File: config.mk
export PLATFORM = sky130hd
export DESIGN_NAME = csel_sub_seq_64
export DESIGN_NICKNAME = d
export VERILOG_FILES = /design/src/rtl/csel_sub_seq_64.sv
export SDC_FILE = /design/constraint.sdc
export NUM_CORES = 1
export LEC_CHECK = 0
export CAP_MARGIN = 20
export CORE_UTILIZATION = 40
export DETAILED_ROUTE_END_ITERATION = 12
export GPL_ROUTABILITY_DRIVEN = 0
export GPL_TIMING_DRIVEN = 0
export SLEW_MARGIN = 10
export SYNTH_ARGS = -nofsm -noshare
export SYNTH_HDL_FRONTEND = slang
export SYNTH_SLANG_ARGS = --single-unit
File: constraint.sdc
create_clock -name clk -period 3.2 [get_ports clk]
set_clock_uncertainty 0.15 [all_clocks]
set_input_delay 0.64 -clock clk [delete_from_list [all_inputs] [get_ports clk]]
set_output_delay 0.64 -clock clk [all_outputs]
set_load 0.03 [all_outputs]
File: src/rtl/csel_sub_seq_64.sv
// ---------------------------------------------------------------------------
// csel_sub_seq_64
//
// Multi-cycle subtractor: diff = a - b - bin (modulo 2^WIDTH).
// The subtraction runs as a + ~b + ~bin, one SLICE-wide carry-select slice
// per clock. The carry between slices is kept in a register, so the borrow
// out is simply the inverted final carry.
//
// Operands are latched on accept and shifted right one slice per CALC cycle.
// Each slice result is shifted into the top of the work register, so after
// NSLICE cycles the work register holds the full difference in order.
//
// DONE takes one extra edge to load diff/bout from the work register. That
// is why out_valid rises NSLICE+1 edges after the accept edge.
//
// Optional feature macro: CSEL_SUB_OVF_EN
//   When defined, the ovf output is added. It is the signed two's-complement
//   overflow of the subtraction, registered together with diff.
//
// Parameters:
//   WIDTH      operand width, must be an integer multiple of SLICE
//   SLICE      bits computed per clock
//   NSLICE     derived slice count WIDTH/SLICE (not overridable)
//
// Ports:
//   clk        rising-edge clock
//   rst        asynchronous active-low reset
//   in_valid   operands valid
//   in_ready   block can accept operands (registered, 0 during reset)
//   a, b, bin  minuend, subtrahend, borrow in
//   out_valid  result valid, held until out_ready
//   out_ready  consumer accepts result
//   diff       registered difference
//   bout       registered borrow out (1 when a < b + bin, unsigned)
//   ovf        (CSEL_SUB_OVF_EN only) registered signed overflow
// ---------------------------------------------------------------------------
module csel_sub_seq_64 #(
   parameter int WIDTH = 64,
   parameter int SLICE = 16
) (
   input  logic             clk,
   input  logic             rst,
   input  logic             in_valid,
   output logic             in_ready,
   input  logic [WIDTH-1:0] a,
   input  logic [WIDTH-1:0] b,
   input  logic             bin,
   output logic             out_valid,
   input  logic             out_ready,
   output logic [WIDTH-1:0] diff,
   output logic             bout
`ifdef CSEL_SUB_OVF_EN
   ,
   output logic             ovf
`endif
);

   localparam int NSLICE = WIDTH / SLICE;
   localparam int IDX_W  = (NSLICE > 1) ? $clog2(NSLICE) : 1;
   localparam logic [IDX_W-1:0] LAST_IDX = IDX_W'(NSLICE - 1);
   localparam logic [IDX_W-1:0] IDX_ONE  = IDX_W'(1);

   typedef enum logic [1:0] {
      IDLE = 2'd0,
      CALC = 2'd1,
      DONE = 2'd2
   } state_t;

   state_t             state_r;
   logic [WIDTH-1:0]   a_r;
   logic [WIDTH-1:0]   b_r;
   logic [WIDTH-1:0]   work_r;
   logic               carry_r;
   logic [IDX_W-1:0]   idx_r;
   logic               in_ready_r;
   logic               out_valid_r;
   logic [WIDTH-1:0]   diff_r;
   logic               bout_r;
`ifdef CSEL_SUB_OVF_EN
   logic               a_msb_r;
   logic               b_msb_r;
   logic               ovf_r;
`endif

   logic [SLICE:0]       sum0_s;
   logic [SLICE:0]       sum1_s;
   logic [SLICE:0]       sel_s;
   logic [WIDTH+SLICE-1:0] cat_s;
   logic [WIDTH-1:0]     work_nxt_s;

   // Carry-select slice: both carry-in variants precomputed, carry_r picks one.
   always_comb begin
      sum0_s = {1'b0, a_r[SLICE-1:0]} + {1'b0, ~b_r[SLICE-1:0]};
      sum1_s = sum0_s + {{SLICE{1'b0}}, 1'b1};
      if (carry_r) begin
         sel_s = sum1_s;
      end else begin
         sel_s = sum0_s;
      end
   end

   // Shift the new slice into the top of the work register.
   // Building this from a concatenation also keeps it legal when NSLICE == 1.
   always_comb begin
      cat_s      = {sel_s[SLICE-1:0], work_r};
      work_nxt_s = cat_s[WIDTH+SLICE-1:SLICE];
   end

   // Control FSM plus datapath registers and registered handshake outputs.
   always_ff @(posedge clk or negedge rst) begin
      if (!rst) begin
         state_r     <= IDLE;
         a_r         <= {WIDTH{1'b0}};
         b_r         <= {WIDTH{1'b0}};
         work_r      <= {WIDTH{1'b0}};
         carry_r     <= 1'b0;
         idx_r       <= {IDX_W{1'b0}};
         in_ready_r  <= 1'b0;
         out_valid_r <= 1'b0;
         diff_r      <= {WIDTH{1'b0}};
         bout_r      <= 1'b0;
`ifdef CSEL_SUB_OVF_EN
         a_msb_r     <= 1'b0;
         b_msb_r     <= 1'b0;
         ovf_r       <= 1'b0;
`endif
      end else begin
         case (state_r)
            IDLE: begin
               if (in_valid && in_ready_r) begin
                  a_r        <= a;
                  b_r        <= b;
                  carry_r    <= ~bin;
                  idx_r      <= {IDX_W{1'b0}};
                  in_ready_r <= 1'b0;
                  state_r    <= CALC;
`ifdef CSEL_SUB_OVF_EN
                  // Operand sign bits are shifted away during CALC, so keep them.
                  a_msb_r    <= a[WIDTH-1];
                  b_msb_r    <= b[WIDTH-1];
`endif
               end else begin
                  // Also raises in_ready on the first edge after reset release.
                  in_ready_r <= 1'b1;
               end
            end

            CALC: begin
               a_r     <= a_r >> SLICE;
               b_r     <= b_r >> SLICE;
               work_r  <= work_nxt_s;
               carry_r <= sel_s[SLICE];
               if (idx_r == LAST_IDX) begin
                  idx_r   <= {IDX_W{1'b0}};
                  state_r <= DONE;
               end else begin
                  idx_r   <= idx_r + IDX_ONE;
               end
            end

            DONE: begin
               if (!out_valid_r) begin
                  // Entry edge: publish the finished result.
                  diff_r      <= work_r;
                  bout_r      <= ~carry_r;
                  out_valid_r <= 1'b1;
`ifdef CSEL_SUB_OVF_EN
                  ovf_r       <= (a_msb_r != b_msb_r) && (work_r[WIDTH-1] != a_msb_r);
`endif
               end else if (out_ready) begin
                  // diff/bout stay as they are; only out_valid drops.
                  out_valid_r <= 1'b0;
                  in_ready_r  <= 1'b1;
                  state_r     <= IDLE;
               end else begin
                  out_valid_r <= 1'b1;
               end
            end

            default: begin
               state_r     <= IDLE;
               in_ready_r  <= 1'b0;
               out_valid_r <= 1'b0;
            end
         endcase
      end
   end

   assign in_ready  = in_ready_r;
   assign out_valid = out_valid_r;
   assign diff      = diff_r;
   assign bout      = bout_r;
`ifdef CSEL_SUB_OVF_EN
   assign ovf       = ovf_r;
`endif

endmodule

Word-level counts from Yosys, hierarchy flattened
Cells that the tools add are included.
Storage, ports and cells
  register bits: 264
  output and inout bits: 67
  logic and storage cells: 55
Operators by class
  add/subtract/negate cells: 3
  eq/ne operators: 7
  mux-type cells: 22
  bitwise gates (word level): 5
  reductions and logical operators: 8
Operators by type and width (number)
  $pmux 64 s2: 2
  $mux 64: 2
  $add 16x16->17: 1
  $add 17x1->17 const B: 1
  $mux 17: 1
  $not 16->16: 1
  $mux 2: 6
  $ne 2x2->1 const B: 4
  $mux 1: 6
  $pmux 2 s3: 1
  $eq 2x2->1 const B: 2
  $not 1->1: 4
  $pmux 1 s2: 2
  $pmux 2 s2: 1
  $reduce_and 2->1: 2
  $reduce_and 4->1: 1
  $pmux 1 s3: 1
  $reduce_and 3->1: 1
  $add 2x1->2 const B: 1
  $eq 2x1->1 const B: 1
  $logic_not 2->1: 1
  $reduce_bool 2->1: 1
  $reduce_or 2->1: 1
  $logic_and 1x1->1: 1

Logic depth before layout (Yosys ltp)
  depth in word-level cells: 5
  mapped depth: 14
  mapped depth without buffers: 14

Worst setup path before layout
No wires, ideal clock.
  path type: flip-flop to flip-flop
  start point: reg b_r[0]
  end point: reg work_r[63]
  library setup time: 125 ps
  data arrival time: 2666 ps
  data required time: 2925 ps
  slack: 259 ps
  stages on the path, launching flop included: 14
  buffers on the path: 0
  cell sequence: dfrtp_1 > inv_1 > ha_1 > inv_1 > fa_1 > nor2b_4 > o211a_4 > o211ai_2 > and3_1 > o311ai_1 > nand3_2 > nor3_2 > xnor2_1 > mux2_4
On the way
  cells in the longest elaborated chain, start to end: 4
RTL lines
  start, declared: line 71  | logic [WIDTH-1:0] b_r;
  start signal, assigned: line 114  | b_r <= {WIDTH{1'b0}};
  start signal, assigned: line 150  | b_r <= b_r >> SLICE;
  $not 16->16 (*): line 93  | sum0_s = {1'b0, a_r[SLICE-1:0]} + {1'b0, ~b_r[SLICE-1:0]};
  $add 16x16->17 (*): line 93
  $add 17x1->17: line 94  | sum1_s = sum0_s + {{SLICE{1'b0}}, 1'b1};
  $mux 17 (*): line 95  | if (carry_r) begin
  end signal, assigned: line 115  | work_r <= {WIDTH{1'b0}};
  end signal, assigned: line 151  | work_r <= work_nxt_s;
  end, declared: line 72  | logic [WIDTH-1:0] work_r;
Mark *: on every way between the ends. The rest lies on a longest branch, timed or not.
A chain may end at the register's enable or synchronous reset.

Final worst setup path
Ends and elaborated chain as after synthesis.

==> impl_metrics.xml <==
<?xml version="1.0" encoding="UTF-8"?>
<metrics>
  <group name="yosys">
    <metric name="synth_edf_count" unit="">0</metric>
    <metric name="synth_flop_cell" unit="">sky130_fd_sc_hd__dfrtp_1</metric>
    <metric name="synth.most_common_cell" unit="">sky130_fd_sc_hd__nand2_1</metric>
    <metric name="mean_instance_size_in_the_synthesized_netlist" unit="um2">10.8</metric>
    <metric name="syn_inst" unit="">1103</metric>
    <metric name="netlist.area_leader.share" unit="">0.556</metric>
    <metric name="synthesis.nets" unit="">1255</metric>
    <metric name="post_synth_num_cell_types" unit="">63</metric>
    <metric name="ys_async_sr_fraction" unit="">1.00</metric>
    <metric name="yosys-top-cells-area" unit="">sky130_fd_sc_hd__dfrtp_1 (56%), sky130_fd_sc_hd__nand2_1 (8.5%), sky130_fd_sc_hd__mux2i_1 (8.2%), sky130_fd_sc_hd__mux2_2 (6.2%), sky130_fd_sc_hd__o21ai_0 (4.7%)</metric>
    <metric name="flip_flop_and_latch_count_after_synthesis" unit="">264</metric>
    <metric name="cell_taking_the_most_area_after_synthesis" unit="">sky130_fd_sc_hd__dfrtp_1</metric>
    <metric name="synth_warnings" unit="">0</metric>
    <metric name="yosys-top-cells-count" unit="">sky130_fd_sc_hd__nand2_1 (268), sky130_fd_sc_hd__dfrtp_1 (264), sky130_fd_sc_hd__o21ai_0 (112), sky130_fd_sc_hd__mux2i_1 (97), sky130_fd_sc_hd__mux2_2 (65)</metric>
    <metric name="ys_seq_area_frac" unit="">0.556</metric>
    <metric name="mappedNetlistArea" unit="um2">11900</metric>
  </group>
  <group name="drt">
    <metric name="detailedRoute.firstPassIterationCount" unit="">4</metric>
    <metric name="wl" unit="um">29600</metric>
    <metric name="first_iter_violations" unit="">349</metric>
    <metric name="viasPerCell" unit="">4.95</metric>
    <metric name="routedWlPerCell" unit="um">16.9</metric>
    <metric name="detailroute.via_count" unit="">8638</metric>
    <metric name="postRouteAntennaNets" unit="">0</metric>
    <metric name="route.detailed.drc" unit="">0</metric>
  </group>
  <group name="sta">
    <metric name="unrepaired_setup_endpoints_after_global_routing" unit="">true</metric>
    <metric name="min_period" unit="ps">3060</metric>
    <metric name="tightestPinTransition" unit="ps">887</metric>
    <metric name="worst_slew_margin_relative_to_its_limit" unit="">0.409</metric>
    <metric name="slew_violations" unit="">0</metric>
    <metric name="maxClockFrequency" unit="MHz">327</metric>
    <metric name="finalHoldWorstSlack" unit="ps">318</metric>
    <metric name="final_hold_viol_count" unit="">0</metric>
    <metric name="report.final.setup_viol" unit="">0</metric>
    <metric name="fin_crit_sh" unit="">0.957</metric>
  </group>
  <group name="cts">
    <metric name="cts_buffers" unit="">28</metric>
    <metric name="clock-sinks" unit="">264</metric>
    <metric name="h-tree-depth" unit="">1</metric>
    <metric name="clkTransAtPathRegs" unit="ps">60</metric>
    <metric name="master_cell_of_the_clock_root_buffer" unit="">sky130_fd_sc_hd__clkbuf_16</metric>
    <metric name="cts_tree" unit="">yes</metric>
    <metric name="buffers_from_clock_root_to_sink_at_most" unit="">3</metric>
    <metric name="worst_skew_pair.late_latency" unit="ps">540</metric>
  </group>
  <group name="setup_path">
    <metric name="worst_ep_arrival_time" unit="ps">3330</metric>
    <metric name="critical-path-top-cell-by-count" unit="">sky130_fd_sc_hd__inv_1</metric>
    <metric name="timing.setup.critical_path_class" unit="">reg2reg</metric>
    <metric name="slowest_stage" unit="">sky130_fd_sc_hd__dfrtp_1</metric>
    <metric name="timing.critical_path.fanout_max" unit="">6</metric>
    <metric name="worst_path_largest_cell_delay" unit="ps">400</metric>
    <metric name="critPathCaptureType" unit="">flop</metric>
    <metric name="critical_path_buf_inv_count" unit="">2</metric>
    <metric name="timing.critical_path.cells" unit="">inv_1 &gt; ha_2 &gt; inv_1 &gt; fa_2 &gt; nor2b_4 &gt; o211a_4 &gt; o211ai_2 &gt; and3_4 &gt; o311ai_4 &gt; nand3_2 &gt; nor3_2 &gt; xnor2_1 &gt; mux2_4</metric>
    <metric name="worst-endpoint-required" unit="ps">3470</metric>
    <metric name="crit_family" unit="">compound AO/OA/AOI/OAI gates</metric>
    <metric name="worst_setup_path_start_kind" unit="">flop</metric>
  </group>
  <group name="pwr">
    <metric name="pwr_dens" unit="nW/um2">1210</metric>
    <metric name="report.power.total" unit="mW">18.7</metric>
    <metric name="p_leak" unit="nW">7.15</metric>
    <metric name="vdd_drop_max" unit="uV">489</metric>
  </group>
  <group name="floorplan">
    <metric name="io-pin-count" unit="">200</metric>
    <metric name="core_region_area" unit="um2">28900</metric>
    <metric name="die-width" unit="um">174</metric>
    <metric name="row_count" unit="">62</metric>
    <metric name="design.die.area" unit="um2">30400</metric>
    <metric name="die-height" unit="um">174</metric>
    <metric name="initial_utilization" unit="">0.411</metric>
  </group>
  <group name="global_routing">
    <metric name="grt_remaining_overflow" unit="">0</metric>
    <metric name="grt_first_pass_wirelength" unit="um">47000</metric>
    <metric name="grt_antenna_before_repair" unit="">2</metric>
    <metric name="first_global_vias" unit="">8664</metric>
    <metric name="grt_use_met1" unit="">0.249</metric>
    <metric name="grt_use_met3" unit="">0.0499</metric>
    <metric name="groute.usage.overall" unit="">0.196</metric>
    <metric name="grt-busiest-layer" unit="">met2</metric>
    <metric name="grt_util_met2" unit="">0.333</metric>
    <metric name="grt_max_degree" unit="">92</metric>
  </group>
  <group name="placed_design">
    <metric name="dp.final_hpwl" unit="um">22200</metric>
    <metric name="placed_area" unit="um2">14400</metric>
    <metric name="io_buffer_count" unit="">199</metric>
  </group>
  <group name="finish">
    <metric name="insertedDiodeCount" unit="">0</metric>
    <metric name="synthToLayoutAreaGrowth" unit="%">30.5</metric>
    <metric name="final_cell_area" unit="um2">15500</metric>
    <metric name="layout.nets" unit="">1492</metric>
    <metric name="drive_gt1_frac" unit="">0.114</metric>
  </group>
  <group name="hold_path">
    <metric name="min-delay-path-class" unit="">reg2reg</metric>
  </group>
  <group name="run">
    <metric name="maxCapViolCount" unit="">0</metric>
  </group>
  <group name="status">
    <metric name="status" unit="">finished clean</metric>
  </group>
</metrics>
==> per-stage QoR <==
stage,setup TNS [ps],cells,worst slack (ps),util
2_1_floorplan,0,1103,259,-
3_3_place_gp,-2673270,1686,-10160,0.496
3_5_place_dp,-211,1689,-70.9,0.498
4_1_cts,0,1741,6.97,0.531
5_1_grt,-46.3,1745,-26.3,0.536
6_report,0,1745,138,0.536
==> layer usage <==
metal | up-vias | share of wire
met2 | 200 | 0.49
li1 | 4269 | -
met3 | 40 | 0.063
met5 | - | 0.00030
met1 | 4127 | 0.43
met4 | 2 | 0.020
==> state kept, by name, summed over array words and instances (netlist names) <==
signal and count:
out_valid 1, diff 64, b_r 64, carry_r 1
in_ready 1, a_r 64, idx_r 2, state_r 2
bout 1, work_r 64
==> placed cells by master (no fill, tap or decap), drive strengths merged, types with 3 or more instances in the layout <==
cell type / instances
a21boi: 4
mux2: 66
nand3: 12
o21ai: 119
xnor2: 17
nor3b: 5
nand2b: 3
a211oi: 5
xor2: 6
a22o: 34
and3: 3
ha: 18
clkbuf: 97
nor2: 11
a21o: 5
nor3: 7
mux2i: 98
inv: 28
nor2b: 4
a21oi: 23
clkinv: 6
nand4: 4
and2: 3
clkdlybuf4s50: 198
dfrtp: 264
nand2: 268
o211ai: 4
buf: 21
==> worst min-delay path, delay by kind of cell, from the launching register on <==
kind / cells / cell delay [ps]
flip-flops: 1 / 340
AND/OR/NAND/NOR: 2 / 100
==> cells by family after synthesis <==
logic type,count (synthesis),synth area share
and+or+nand+nor,326,0.115
DFF,264,0.556
AOI/OAI and AO/OA,212,0.114
muxes,164,0.146
buffers and inverters,95,0.0309
xor gates and xnor gates,23,0.0170
adders and majority gates,19,0.0206
==> final timing paths <==
path                                             from                      to  slack [ps]  cells after the start
worst max-delay path               b_r[0]$_DFFE_PN0P_  work_r[63]$_DFFE_PN0P_         140                     13
worst min-delay path            work_r[1]$_DFFE_PN0P_   work_r[1]$_DFFE_PN0P_         320                      2
worst max register to register     b_r[0]$_DFFE_PN0P_  work_r[63]$_DFFE_PN0P_         140                     13
worst min register to register  work_r[1]$_DFFE_PN0P_   work_r[1]$_DFFE_PN0P_         320                      2
max in group asynchronous                         rst      b_r[1]$_DFFE_PN0P_        1050                      4
min in group asynchronous                         rst    diff[42]$_DFFE_PN0P_         520                      2
==> report_power, final <==
| group | switching [mW] | internal [mW] | total, mW |
|---|---|---|---|
| Combinational | 5.67 | 4.05 | 9.72 |
| Sequential | 0.922 | 4.89 | 5.81 |
| Clock | 1.29 | 1.92 | 3.20 |
| Total | 7.88 | 10.9 | 18.7 |
==> area by class of cell <==
type	instances	area, um2
clock inverters	8	67.6
fillers	2586	13400
inverters	28	105
repair buffers	207	2100
plain buffers	67	265
multi-input cells	744	5020
flip-flops and latches	264	6610
well taps	384	480
clock buffers	43	858
==> timing repair <==
| item | 4_1_cts | 5_1_grt |
|---|---|---|
| gates resized for setup | 2 | 20 |
| setup endpoints to repair | 2 | 5 |
| hold endpoints to repair | 83 | 0 |
| buffers inserted | 0 | 4 |
| pin swaps | 0 | 5 |
| hold buffers | 1 | 0 |
Note: power is estimated with default switching activity, not from simulation.
